## config.mk

```make
export PLATFORM = sky130hd
export DESIGN_NAME = multadd_arbiter
export DESIGN_NICKNAME = d
export VERILOG_FILES = /design/src/rtl/multadd_arbiter.sv
export SDC_FILE = /design/constraint.sdc
export NUM_CORES = 2
export LEC_CHECK = 0
export CAP_MARGIN = 40
export CORE_MARGIN = 3
export CORE_UTILIZATION = 40
export CTS_CLUSTER_SIZE = 16
export DETAILED_ROUTE_END_ITERATION = 8
export GPL_ROUTABILITY_DRIVEN = 0
export SYNTH_ARGS = -nofsm -noshare
export SYNTH_HDL_FRONTEND = slang
export SYNTH_SLANG_ARGS = --single-unit
```

## constraint.sdc

```tcl
create_clock -name clk_in -period 24.7 [get_ports clk_in]
set_clock_uncertainty 0.15 [all_clocks]
set_input_delay 2.47 -clock clk_in [delete_from_list [all_inputs] [get_ports clk_in]]
set_output_delay 2.47 -clock clk_in [all_outputs]
set_load 0.01 [all_outputs]
```

## src/rtl/multadd_arbiter.sv

```systemverilog
// Round-robin arbiter sharing one multi-cycle signed multiply-add (p = a*b + c) among N_REQ requesters.
// Define MULTADD_ARB_PRIO0_EN to give requester 0 absolute priority over the round-robin group.
module multadd_arbiter #(
  parameter int N_REQ  = 4,
  parameter int N_WAIT = 4,
  parameter int OP_W   = 35,
  parameter int ACC_W  = 70
) (
  input  logic                     clk_in,
  input  logic                     rstn_in,
  input  logic [N_REQ-1:0]         req_in,
  input  logic [N_REQ*OP_W-1:0]    a_in,
  input  logic [N_REQ*OP_W-1:0]    b_in,
  input  logic [N_REQ*ACC_W-1:0]   c_in,
  output logic [N_REQ-1:0]         gnt_out,
  output logic [N_REQ-1:0]         done_out,
  output logic signed [ACC_W-1:0]  p_out,
  output logic                     busy_out
);

  localparam int IDX_W = $clog2(N_REQ);
  localparam int CNT_W = 4;

  typedef enum logic {IDLE, WAIT} state_t;

  state_t                   state, state_nx;
  logic [CNT_W-1:0]         cnt, cnt_nx;
  logic [IDX_W-1:0]         rr, rr_nx;
  logic [IDX_W-1:0]         win, win_nx;
  logic [N_REQ-1:0]         gnt_nx, done_nx;
  logic                     busy_nx;
  logic signed [ACC_W-1:0]  p_nx;

  logic signed [OP_W-1:0]   a_p0, b_p0;
  logic signed [ACC_W-1:0]  c_p0;

  logic [N_REQ-1:0]         elig, cand;
  logic                     pick_vld;
  logic [IDX_W-1:0]         pick_idx;
  logic                     issue;

  // Full-width signed multiply-add; wraps modulo 2^ACC_W, never saturates.
  function automatic logic signed [ACC_W-1:0] mac(
    input logic signed [OP_W-1:0]  a,
    input logic signed [OP_W-1:0]  b,
    input logic signed [ACC_W-1:0] c
  );
    logic signed [ACC_W-1:0] a_x, b_x;
    a_x = {{(ACC_W-OP_W){a[OP_W-1]}}, a};
    b_x = {{(ACC_W-OP_W){b[OP_W-1]}}, b};
    return a_x * b_x + c;
  endfunction

  // The requester currently pulsing done is masked so it cannot be re-granted in its done cycle.
  always_comb begin
    int j;
    j        = 0;
    elig     = req_in & ~done_out;
    pick_vld = 1'b0;
    pick_idx = '0;
`ifdef MULTADD_ARB_PRIO0_EN
    cand = elig & ~N_REQ'(1);
    if (elig[0]) begin
      pick_vld = 1'b1;
      pick_idx = '0;
    end
`else
    cand = elig;
`endif
    for (int i = 0; i < N_REQ; i++) begin
      j = int'(rr) + i;
      if (j >= N_REQ) j = j - N_REQ;
      if (!pick_vld && cand[j]) begin
        pick_vld = 1'b1;
        pick_idx = IDX_W'(j);
      end
    end
  end

  always_comb begin
    state_nx = state;
    cnt_nx   = cnt;
    rr_nx    = rr;
    win_nx   = win;
    gnt_nx   = gnt_out;
    done_nx  = '0;
    busy_nx  = busy_out;
    p_nx     = p_out;
    issue    = 1'b0;
    case (state)
      IDLE: begin
        if (pick_vld) begin
          issue    = 1'b1;
          win_nx   = pick_idx;
          gnt_nx   = N_REQ'(1) << pick_idx;
          busy_nx  = 1'b1;
          cnt_nx   = '0;
          state_nx = WAIT;
        end
      end
      WAIT: begin
        if (cnt == CNT_W'(N_WAIT-1)) begin
          p_nx     = mac(a_p0, b_p0, c_p0);
          done_nx  = gnt_out;
          gnt_nx   = '0;
          busy_nx  = 1'b0;
          cnt_nx   = '0;
          state_nx = IDLE;
`ifdef MULTADD_ARB_PRIO0_EN
          if (win != '0)
            rr_nx = (win == IDX_W'(N_REQ-1)) ? '0 : win + IDX_W'(1);
`else
          rr_nx = (win == IDX_W'(N_REQ-1)) ? '0 : win + IDX_W'(1);
`endif
        end else begin
          cnt_nx = cnt + CNT_W'(1);
        end
      end
      default: state_nx = IDLE;
    endcase
  end

  always_ff @(posedge clk_in or negedge rstn_in) begin
    if (!rstn_in) begin
      state    <= IDLE;
      cnt      <= '0;
      rr       <= '0;
      win      <= '0;
      gnt_out  <= '0;
      done_out <= '0;
      busy_out <= 1'b0;
      p_out    <= '0;
    end else begin
      state    <= state_nx;
      cnt      <= cnt_nx;
      rr       <= rr_nx;
      win      <= win_nx;
      gnt_out  <= gnt_nx;
      done_out <= done_nx;
      busy_out <= busy_nx;
      p_out    <= p_nx;
    end
  end

  // Stage p0: winner's operands captured once at issue; later input changes are ignored.
  always_ff @(posedge clk_in) begin
    if (issue) begin
      a_p0 <= a_in[int'(pick_idx)*OP_W +: OP_W];
      b_p0 <= b_in[int'(pick_idx)*OP_W +: OP_W];
      c_p0 <= c_in[int'(pick_idx)*ACC_W +: ACC_W];
    end
  end

endmodule
```

# Word level (Yosys, flattened, before mapping)

Index checks and enable logic that the tools add are counted.

Bits in registers: 228
Latch bits: 0
RAM bits: 0
ROM bits: 0
Output and inout bits: 79
Word-level logic and storage cells: 92
Memories: 0

Add/sub/neg operators: 10
$mul: 3
Divide/modulo/power cells: 0
Order comparisons: 8
Eq/ne operators: 4
Shift-type cells: 4
Multiplexer cells: 40
Bitwise gates (word level): 3
Reduce and logical (&&, ||, !) cells: 9

Operator list:

| cell                | number |
|---|---|
| $shiftx 280x10->70  | 1 |
| $shiftx 140x32->35  | 1 |
| $shiftx 140x9->35   | 1 |
| $lt 32x4->1 const B | 4 |
| $mux 32             | 4 |
| $add 70x70->70      | 1 |
| $mul 35x35->70      | 1 |
| $mux 4              | 6 |
| $mux 1              | 17 |
| $mul 2x6->8 const B | 2 |
| $pmux 4 s2          | 2 |
| $sub 3x3->4 const B | 3 |
| $mux 2              | 5 |
| $ge 3x3->1 const B  | 3 |
| $bmux 1 s2          | 4 |
| $add 2x2->3 const B | 2 |
| $reduce_and 2->1    | 3 |
| $add 4x1->4 const B | 1 |
| $and 4x4->4         | 1 |
| $eq 4x2->1 const B  | 1 |
| $not 4->4           | 1 |
| $pmux 1 s2          | 2 |
| $shl 1x2->4 const A | 1 |
| $sub 2x3->4 const B | 1 |
| other kinds (9)     | 13 |

# Depth between registers and ports, before layout

Word-level depth: 18
Depth in mapped cells: 31

# Worst setup path after synthesis

OpenSTA, ideal clock, no wires.

Kind: input to register
Start: input req_in[3]
End: register win[1]
Setup time: 0.105 ns
Arrival: 11.510 ns
Data required time: 24.445 ns
Setup slack: 12.934 ns
Stages: 3
Cell sequence: nand2b_1 a31oi_1 mux2_2

Longest elaborated chain between the ends: 15
Elaborated cells on any way between the ends: 28

Ends and longest elaborated chain:

| what                                       | RTL line | RTL |
|---|---|---|
| from (decl)                                | 11       | `input logic [N_REQ-1:0] req_in,` |
| $and 4x4->4 *                              | 58       | `elig = req_in & ~done_out;` |
| $bmux 1 s2                                 | 73       | `if (!pick_vld && cand[j]) begin` |
| $mux 1 (implied by the code) (2 in series) | 73       |  |
| $mux 1                                     | 73       |  |
| $logic_not 1->1                            | 73       |  |
| $logic_and 1x1->1                          | 73       |  |
| $mux 1                                     | 73       |  |
| $logic_not 1->1                            | 73       |  |
| $logic_and 1x1->1                          | 73       |  |
| $mux 1                                     | 73       |  |
| $logic_not 1->1                            | 73       |  |
| $logic_and 1x1->1                          | 73       |  |
| $mux 1                                     | 73       |  |
| $reduce_and 2->1 (no line)                 | -        |  |
| to (signal assigned)                       | 137      | `win <= win_nx;` |
| to (decl)                                  | 29       | `logic [IDX_W-1:0] win, win_nx;` |

Mark *: on every way between the ends. The rest lies on a longest branch, timed or not. The select of a mux whose other input is x is not followed.
A chain may end at the register's enable or synchronous reset.

# Worst setup path after layout

Start: register a_p0[34]
End: register p_out[68]

Longest elaborated chain between the ends: 2

Ends and longest elaborated chain:

| what                   | RTL line | RTL |
|---|---|---|
| from (decl)            | 34       | `logic signed [OP_W-1:0] a_p0, b_p0;` |
| from (signal assigned) | 148      | `a_p0 <= a_in[int'(pick_idx)*OP_W +: OP_W];` |
| $mul 35x35->70         | 51       | `return a_x * b_x + c;` |
| $add 70x70->70         | 51       |  |
| to (signal assigned)   | 141      | `p_out <= p_nx;` |
| to (decl)              | 17       | `output logic signed [ACC_W-1:0] p_out,` |

No other way between the ends.

==> qor.csv <==
metric,value,unit
vias in the first global route,49400,
Post-synth EDFFs,140,
share of cells above drive strength 1,2.42,%
fill count,14300,
Main synth FF type,edfxtp_1,
fin crit period,10.14,ns
Max H-tree Level,1,
Die Area,154000,um^2
Post-Synthesis Cells,6620,
fmax,98.6,MHz
Post-Synth Simple-Gate Area,17.2,%
post-layout util,46.7,%
mux contribution to synthesized area,0.0525,%
worst slew pin tran,0.945,ns
row cnt,141,
Final Hold Vio Count,0,
first-pass GRT wire length,316000,um
final wirelength,209000,um
antenna violations before repair,13,
Clock Latency Late Sink,0.64,ns
synthesized flop and latch total,228,
Maximum Capacitance Violations,0,
Wirelength per Cell,23.2,um
CTS sink count,228,
starting density of the core,40.3,%
Max-slew headroom,37.0,%
post-synthesis sequential area ratio,10.7,%
Die X,392,um
First DRT Iteration DRCs,3624,
CP Max Fanout,35,
TritonCTS clock tree,built,
post-synth top area cell,fa_1,
PortBufs,644,
Vias,46400,
worst hold slack,0.327,ns
Setup Slack @ Placement,14.61,ns
DR pass1 iterations,6,
Via density,5.16,
Setup TNS,0,ns
main combinational cell family by area after synthesis,adder cells,
drc violations,0,
Synth Area in Compound Gates,4.73,%
Core Region,148000,um^2
WP data required,25.11,ns
Worst Path Arrival,10.55,ns
Synth Area in Adders,53.8,%
Die Y-Extent,392,um
post-route ant nets,0,
post-CTS setup buffers,0,
largest net degree at the start of global routing,178,
"Reg clk slew, reported paths",0.07,ns
final setup fails,0,
Mapped Area,59600,um^2
Area Growth Syn to Fin,15.7,%
Area contributors post-synth,"fa_1, inv_1, nand2_1",
"Gates resized, CTS repair",0,
synth warn,0,
TritonCTS Buffers,29,
GRT Util Overall,27.6,%
hpwl dp,174000,um
distinct cell type count of the synthesized netlist,63,
Yosys top cell area share,48.6,%
RSZ-0062 raised after global routing,false,
syn avg cell area,9.00,um^2
final worst slack,14.56,ns
ratio of final minimum period to clock period,41.0,%
crit path launch type,flip-flop,
status,completed,
root buffer cell,clkbuf_16,
clk buf depth,3,
Post-CTS Hold Fix Bufs,0,
endpoint type of the worst setup path,flip-flop,
"Slew Viols, Final",0,
Top-Level Pins,645,
total grt overflow,0,
Worst Hold Class,flip-flop to flip-flop,
post-synthesis async set-or-reset flop share,38.6,%
Syn Nets,8879,
XOR/XNOR share of the synthesized area,1.22,%
nets,9289,
Crit Path Category,flip-flop to flip-flop,
## worst paths after layout
path	endpoint	slack (ns)	startpoint	cells past startpoint
max in group asynchronous	p_out[69]$_DFFE_PN0P_	21.47	rstn_in	2
min in group asynchronous	p_out[28]$_DFFE_PN0P_	1.68	rstn_in	1
worst min-delay path	p_out[41]$_DFFE_PN0P_	0.33	p_out[41]$_DFFE_PN0P_	2
worst max-delay path	p_out[68]$_DFFE_PN0P_	14.56	a_p0[34]$_DFFE_PP_	27
worst min register to register	p_out[41]$_DFFE_PN0P_	0.33	p_out[41]$_DFFE_PN0P_	2
worst max register to register	p_out[68]$_DFFE_PN0P_	14.56	a_p0[34]$_DFFE_PP_	27
## critical path, cell delays in order, from the launching register on
cell and delay, ns:
edfxtp_1 0.32, buf_4 0.38, nand2_1 0.17, inv_1 0.15, fa_1 0.49, fa_1 0.60, buf_4 0.34, inv_1 0.39
fa_1 0.60, fa_1 0.57, inv_1 0.07, fa_1 0.50, inv_1 0.05, fa_1 0.57, fa_1 0.44, fa_1 0.50
inv_1 0.05, ha_1 0.49, and4_1 0.26, nand3_1 0.42, or2_1 0.39, o22ai_1 0.57, a211oi_2 0.20, o21ai_2 0.32
o211ai_2 0.16, a21bo_1 0.26, or4_1 0.50, nand3b_1 0.10
## registers in the layout, indices dropped and copies added, names as in the netlist
| signal | count |
|---|---|
| rr | 2 |
| done_out | 4 |
| win | 2 |
| gnt_out | 4 |
| c_p0 | 70 |
| state | 1 |
| cnt | 4 |
| b_p0 | 35 |
| busy_out | 1 |
| p_out | 70 |
| a_p0 | 35 |
## final cells by class
type | instances | area (um^2) | area share [%]
diodes | 2 | 5.00 | 0.00726
clock buffers | 38 | 832 | 1.21
repair buffers | 745 | 7280 | 10.6
flip-flops and latches | 228 | 6410 | 9.29
inverters | 1573 | 5910 | 8.56
clock inverters | 15 | 183 | 0.265
multi-input cells | 4453 | 45900 | 66.6
well taps | 1930 | 2410 | 3.50
## layout by cell type, fill, tap and decap left out, drive strengths merged, types with 3 or more instances in the layout
| master | Yosys | layout |
|---|---|---|
| inv | 1573 | 1578 |
| fa | 1447 | 1447 |
| nand2 | 1366 | 1366 |
| clkdlybuf4s50 | 0 | 643 |
| and2 | 538 | 538 |
| ha | 246 | 246 |
| a31oi | 151 | 151 |
| and3 | 150 | 150 |
| edfxtp | 140 | 140 |
| o21ai | 128 | 128 |
| buf | 24 | 101 |
| dfrtp | 88 | 88 |
| a21oi | 80 | 80 |
| nor2 | 63 | 63 |
| xnor2 | 55 | 55 |
| clkbuf | 342 | 39 |
| a21o | 37 | 37 |
| xor2 | 28 | 28 |
| nand3 | 22 | 22 |
| nand2b | 18 | 18 |
| nand4 | 17 | 17 |
| nor2b | 11 | 11 |
| o21bai | 10 | 10 |
| o211ai | 9 | 9 |
| nor3 | 8 | 8 |
| a211oi | 8 | 8 |
| o31ai | 7 | 7 |
| o21a | 7 | 7 |
| or3 | 6 | 6 |
| clkinv | 0 | 6 |
| a21boi | 6 | 6 |
| o2111ai | 3 | 3 |
| a41oi | 3 | 3 |
| bufinv | 0 | 3 |
| nor4 | 3 | 3 |
| or2 | 3 | 3 |
## per-layer routing
layer	GRT usage [%]	share of wire, %	routed length [um]
met1	36.8	40	84200
met2	44.7	47	97400
met3	4.71	7.9	16600
met4	11.6	5.1	10500
met5	0	0.063	131
## cell families after synthesis
group,Yosys count
and+or+nand+nor,2211
buffers and inverters,1939
adders and majority gates,1693
AOI/OAI and AO/OA,463
DFF,228
xor gates and xnor gates,83
muxes,3
## through the flow
stage | instance area, um^2 | cells
after global routing | 69000 | 8983
after floorplan | 59600 | 6620
final | 69000 | 8984
after global placement | 67900 | 8922
after CTS | 69000 | 8980
after detailed placement | 67900 | 8927
## Yosys cell counts (10+ instances only)
master,instances
and2_1,538
o21bai_1,10
a21oi_1,79
nand3_1,22
nand2b_1,18
o21ai_0,111
and3_1,150
clkbuf_1,342
ha_1,246
xor2_1,28
a31oi_1,151
o21ai_1,15
nor2_1,63
dfrtp_1,88
nand2_1,1365
buf_2,14
nor2b_1,11
xnor2_1,55
fa_1,1447
inv_1,1571
edfxtp_1,140
a21o_1,37
nand4_1,17
Power is not shown: default switching activity piles up to over one toggle a cycle in this logic, so the estimate is an artifact.
